--- src/rtl/reg_dump_engine.sv ---
// Debug read-out engine: walks every register-file address through one read port and
// streams each word out on a valid/ready channel. Define REG_DUMP_CHECKSUM_EN to append an XOR checksum beat.
module reg_dump_engine #(
    parameter int NUM_REGS = 32,
    parameter int ADDR_W   = 5,
    parameter int DATA_W   = 32
) (
    input  logic              sysclk,
    input  logic              sys_rst_n,
    input  logic              start,
    output logic [ADDR_W-1:0] rd_addr,
    input  logic [DATA_W-1:0] rd_data,
    output logic              out_valid,
    input  logic              out_ready,
    output logic [DATA_W-1:0] out_data,
    output logic [ADDR_W-1:0] out_index,
    output logic              out_last,
    output logic              busy,
    output logic              done
);

    typedef enum logic [2:0] {
        S_IDLE,
        S_READ,
        S_SEND,
        S_CSUM,
        S_DONE
    } state_t;

    localparam logic [ADDR_W-1:0] LAST_IDX = ADDR_W'(NUM_REGS - 1);

    state_t            state;
    logic [ADDR_W-1:0] idx;
    logic              is_last;
    logic              accept;

`ifdef REG_DUMP_CHECKSUM_EN
    logic [DATA_W-1:0] csum;
`endif

    // idx is parked at 0 outside a dump, so it can drive the read port directly.
    assign rd_addr = idx;
    assign is_last = (idx == LAST_IDX);
    assign accept  = out_valid && out_ready;

    // NOTE: every state register uses <= so all updates land together at the edge,
    // independent of statement order inside the block.
    always_ff @(posedge sysclk or negedge sys_rst_n) begin
        if (!sys_rst_n) begin
            state     <= S_IDLE;
            idx       <= '0;
            out_valid <= 1'b0;
            out_data  <= '0;
            out_index <= '0;
            out_last  <= 1'b0;
            busy      <= 1'b0;
            done      <= 1'b0;
`ifdef REG_DUMP_CHECKSUM_EN
            csum      <= '0;
`endif
        end else begin
            done <= 1'b0;
            case (state)
                S_IDLE: begin
                    if (start) begin
                        idx   <= '0;
                        busy  <= 1'b1;
                        state <= S_READ;
`ifdef REG_DUMP_CHECKSUM_EN
                        csum  <= '0;
`endif
                    end
                end
                S_READ: begin
                    out_data  <= rd_data;
                    out_index <= idx;
                    out_valid <= 1'b1;
`ifdef REG_DUMP_CHECKSUM_EN
                    out_last  <= 1'b0;
                    csum      <= csum ^ rd_data;
`else
                    out_last  <= is_last;
`endif
                    state     <= S_SEND;
                end
                S_SEND: begin
                    if (accept) begin
                        out_valid <= 1'b0;
                        if (is_last) begin
`ifdef REG_DUMP_CHECKSUM_EN
                            // Checksum beat goes out back-to-back with the last register.
                            out_valid <= 1'b1;
                            out_data  <= csum;
                            out_index <= '0;
                            out_last  <= 1'b1;
                            state     <= S_CSUM;
`else
                            idx   <= '0;
                            busy  <= 1'b0;
                            done  <= 1'b1;
                            state <= S_DONE;
`endif
                        end else begin
                            idx   <= idx + ADDR_W'(1);
                            state <= S_READ;
                        end
                    end
                end
                S_CSUM: begin
                    if (accept) begin
                        out_valid <= 1'b0;
                        idx       <= '0;
                        busy      <= 1'b0;
                        done      <= 1'b1;
                        state     <= S_DONE;
                    end
                end
                S_DONE: begin
                    state <= S_IDLE;
                end
                default: begin
                    state <= S_IDLE;
                end
            endcase
        end
    end

endmodule

--- config.mk ---
export PLATFORM = sky130hd
export DESIGN_NAME = reg_dump_engine
export DESIGN_NICKNAME = d
export VERILOG_FILES = /design/src/rtl/reg_dump_engine.sv
export SDC_FILE = /design/constraint.sdc
export NUM_CORES = 1
export LEC_CHECK = 0
export CELL_PAD_IN_SITES_DETAIL_PLACEMENT = 1
export CELL_PAD_IN_SITES_GLOBAL_PLACEMENT = 1
export CORE_MARGIN = 2
export CORE_UTILIZATION = 36
export CTS_CLUSTER_DIAMETER = 60
export DETAILED_ROUTE_END_ITERATION = 10
export GPL_TIMING_DRIVEN = 1
export PLACE_DENSITY = 0.94
export SETUP_SLACK_MARGIN = 0.3
export SLEW_MARGIN = 20
export SYNTH_ARGS = -nofsm -noshare
export SYNTH_HDL_FRONTEND = slang
export SYNTH_SLANG_ARGS = --single-unit
--- constraint.sdc ---
create_clock -name sysclk -period 5.7 [get_ports sysclk]
set_clock_uncertainty 0.15 [all_clocks]
set_input_delay 1.14 -clock sysclk [delete_from_list [all_inputs] [get_ports sysclk]]
set_output_delay 1.14 -clock sysclk [all_outputs]
set_load 0.01 [all_outputs]
# [Yosys cells after proc, flatten, opt, wreduce, memory -nomap -nowiden]
# Cells that the tools add are included.
[word_totals] register_bits=49 inputBits=36 wordCells=47
[classes] addsub=1 eq_ne=9 muxes=20 reduce_logical=9
[ops] cell="two-way mux 5 bit" n=4
[ops] cell="case mux 5 bit (3 select lines)" n=1
[ops] cell="two-way mux 3 bit" n=4
[ops] cell="case mux 3 bit (4 select lines)" n=1
[ops] cell="!= test 2 bit (second input constant)" n=4
[ops] cell="two-way mux 1 bit" n=7
[ops] cell="equality test 3 x 2 -> 1 bit (second input constant)" n=2
[ops] cell="adder 5 x 1 -> 5 bit (second input constant)" n=1
[ops] cell="equality test 5 bit (second input constant)" n=1
[ops] cell="AND reduction 5 bit" n=1
[ops] cell="case mux 1 bit (2 select lines)" n=2
[ops] cell="AND reduction 4 bit" n=1
[ops] cell="equality test 3 x 1 -> 1 bit (second input constant)" n=1
[ops] cell="zero test 3 bit" n=1
[ops] cell="case mux 1 bit (3 select lines)" n=1
[ops] cell="AND reduction 3 bit" n=1
[ops] cell="nonzero test 3 bit" n=1
[ops] cell="!= test 2 x 1 -> 1 bit (second input constant)" n=1
[ops] cell="AND reduction 2 bit" n=1
[ops] cell="nonzero test 2 bit" n=1
[ops] cell="OR reduction 2 bit" n=1
[ops] cell="logical AND 1 bit" n=1

# [Depth between registers and ports, before layout]
[depth] ltp_word=4 mapped_depth=6 mapped_depth_nobuf=6

# [Worst setup path after synthesis]
# Ideal clock, no wire load.
[synth_path] path_kind="input port to flip-flop" startpoint="in start" endpoint="reg idx[1] (netlist: rd_addr[1])" arrival_time_ns=1.945 t_required_ns=5.471 path_slack_ns=3.525 stages=3 path_buffers=0 path_cell_list="or3b_1 -> a21oi_4 -> mux2i_1"
[synth_via] elab_chain_cells=2
[synth_lines] item="start: declaration" line_no="10" source="input logic start,"
[synth_lines] item="!= test 2 bit (no line)"
[synth_lines] item="AND reduction 4 bit (no line)"
[synth_lines] item="end signal: assignment" line_no="104" source="idx <= idx + ADDR_W'(1);"
[synth_lines] item="end: declaration" line_no="33" source="logic [ADDR_W-1:0] idx;"
# No other way between the ends.
# A chain may end at the register's enable or synchronous reset.

# [Worst setup path after layout]
[layout_path] startpoint="reg out_valid" endpoint="out out_valid"
[layout_lines] item="start: declaration" line_no="13" source="output logic out_valid,"
[layout_lines] item="start signal: assignment" line_no="52" source="out_valid <= 1'b0;"
[layout_lines] item="start signal: assignment" line_no="77" source="out_valid <= 1'b1;"
[layout_lines] item="start signal: assignment" line_no="88" source="out_valid <= 1'b0;"
# No word-level cell between the ends.

==> summary.txt <==
Status
  – Status: finished clean

Yosys
  – Mux contribution to synthesized area: 23.28%
  – Share of the synthesized area in the top cell type: 62.34%
  – Flop and latch count out of synthesis: 49
  – Post-synthesis cell type count: 30
  – Largest family of logic cells by synthesized area: multiplexers
  – Post-synth EDFFs: 0
  – Mapped cell area: 0.001967 sq mm
  – Adder-Cell Fraction of Synth Area: 1.272%
  – Top-count cell post-synth: dfrtp_1
  – Cell taking the most area after synthesis: dfrtp_1
  – Most frequent cells after synthesis: 49 x dfrtp_1, 29 x mux2_2, 9 x mux2_1
  – Fraction of registers with async set/reset: 100.0%
  – Gate count of the mapped netlist: 133
  – Ys Warns: 0
  – Seq/Total Area, Yosys: 62.34%
  – Mean Syn Cell Area: 14.79 sq um
  – Synth Area in XOR/XNOR: 0%
  – Ys flop type: dfrtp_1
  – Area share of and/or/nand/nor cells after synthesis: 6.107%
  – Mapped Nets: 171
  – Post-synthesis compound-gate area fraction: 3.880%
  – Synth top area cells: dfrtp_1 62%, mux2_2 17%, mux2_1 5.2%

Worst setup path
  – Critical path buffers and inverters: 1
  – CP Max Fanout: 8
  – Critical Path AT: 1.34 ns
  – FF-to-FF Start: state[2]
  – Reg2reg setup slack: 3.30 ns
  – Critical path launch point type: register
  – R2R Path End: out_data[27]
  – Crit path kind: reg2out
  – CP required: 4.41 ns
  – R2R cell count: 3
  – Crit-path cells: clkdlybuf4s50_1
  – Worst Setup End Kind: output port
  – Slowest CP cell: clkdlybuf4s50_1
  – Crit path largest cell delay: 0.58 ns
  – Largest delay contributor family on the critical path: buffers and inverters

Global route
  – Grt total ovfl: 0
  – GR Util met2: 28.97%
  – Initial antenna violation count: 0
  – Largest net degree at the start of global routing: 50
  – M3 GR Usage: 6.628%
  – GRT met1 Usage: 19.79%
  – Gr busiest metal: met2
  – First-pass GRT wire length: 7.990 mm
  – Vias in the first global route: 1549
  – Gr usage total: 16.87%

Routing
  – Via count: 1361
  – First drt pass iteration count: 2
  – Drt drc: 0
  – WL/cell: 16.25 um
  – Detailed Route Iter0 Violations: 38
  – Post-route ant nets: 0
  – Routed WL: 4.647 mm
  – Post-DR vias/cell: 4.759

Cells and area
  – Area growth, synth to finish: 48.66%
  – Post-layout util: 56.18%
  – Ant. Diodes: 0
  – NumNets Final: 254
  – Share of layout cells above drive strength 1: 18.98%
  – Finished Layout Cells: 286

STA
  – RSZ-0062 raised after global routing: no
  – Setup TNS: 0 ns
  – Period Utilization, post-route: 46.18%
  – Fmax: 379.9 MHz
  – Final Hold Vio Count: 0
  – Slew margin rel.: 42.87%
  – Final number of setup-violating endpoints: 0
  – Slew Viols, Final: 0
  – Measured slew at the worst slew-check pin: 0.8561 ns
  – Tmin final: 2.632 ns

Pwr
  – Max VDD drop: 0.0002132 V
  – Overall power: 1.496 mW
  – Pwr dens: 511.5 mW/mm^2
  – Leak: 1.224 nW

Floorplan
  – Row cnt: 26
  – Io pins: 82
  – Core ar.: 0.005205 sq mm
  – Die Ht: 77.92 um
  – Starting Density: 37.79%
  – Full die area: 0.006071 sq mm
  – Die W: 77.92 um

CTS
  – Longest Clk Path Bufs: 2
  – Setup repair bufs after CTS: 0
  – CTS Hold Bufs: 0
  – H-Tree Depth: 2
  – Cts bufs inserted: 5
  – Clk_lat worst skew: 0.29 ns
  – Clock sinks: 49
  – CTS tree: done
  – CTS root buf: clkbuf_8
  – Clock slew at reported path FFs: 0.08 ns
  – Cts repair resizes: 0

Min path
  – Hold WC Path Type: reg2reg
  – Hold path cells: 1
  – Hold Path End: out_data[19]
  – Hold path startpoint: out_data[19]

Placement
  – Port Buffer Count: 81
  – Routability cong.: 0.7450
  – HPWL after DPL: 3.476 mm
  – Dpl cells: 279

Job
  – Max_cap viols: 0
## registers in the layout (all words and copies together), names as in the netlist
signal,count
out_index,5
done,1
out_valid,1
out_last,1
busy,1
state,3
rd_addr,5
out_data,32
## how the worst max path moves through the flow
stage                          from    endpoint  slack, ns  cells after the start
after floorplan               start  rd_addr[1]       3.53                      3
after global placement        start  rd_addr[4]       3.00                      4
after detailed placement      start  rd_addr[1]       2.97                      4
after CTS                 out_valid   out_valid       3.05                      1
after global routing      out_valid   out_valid       2.99                      1
final                     out_valid   out_valid       3.07                      1
## kinds of logic after synthesis
kind of cell    count (synthesis)
simple gates                   19
fa+ha+maj                       2
buf+inv                        12
mux                            41
compound gates                 10
flops                          49
## stage by stage
step                      cell area (sq um)  setup WS (ns)  hold slack (ns)
final                                  2924          3.068           0.3356
after global routing                   2924          2.990           0.3753
after CTS                              2922          3.047           0.3438
after detailed placement               2835          2.971           0.3246
after global placement                 2835          3.004           0.3158
after floorplan                        1967          3.525           0.3788
## where the power goes
group / switching, mW / leakage (nW) / internal [mW]
combinational: 0.264 / 0.580 / 0.430
sequential: 0.102 / 0.600 / 0.498
clock: 0.106 / 0.0443 / 0.0964
## layout make-up
type	instances	area, sq um
Clock buffer	7	86.33
Fill cell	535	2281
Inverter	6	22.52
Timing Repair Buffer	82	815.8
Sequential cell	49	1226
Multi-Input combinational cell	72	685.7
Tap cell	70	87.58
## metal layers
layer | up-vias | part of all wire [%]
met5 | - | 0
met4 | 0 | 0.95
met1 | 663 | 39
met3 | 7 | 8.5
met2 | 58 | 51
li1 | 633 | -
## placed cells by master (no fill, tap or decap), types with 2 or more instances in the layout
cell	synthesis	final
mux2_2	29	29
mux2_1	9	9
ha_1	2	2
dfrtp_1	49	49
a31oi_1	2	2
o21ai_0	2	2
mux2i_1	3	3
inv_1	6	6
nor3_1	2	2
nand2_1	4	4
nand3_1	3	3
buf_4	1	2
clkdlybuf4s50_1	0	80
and3_1	2	2
clkbuf_8	0	6
(Power assumes the default switching activity.)
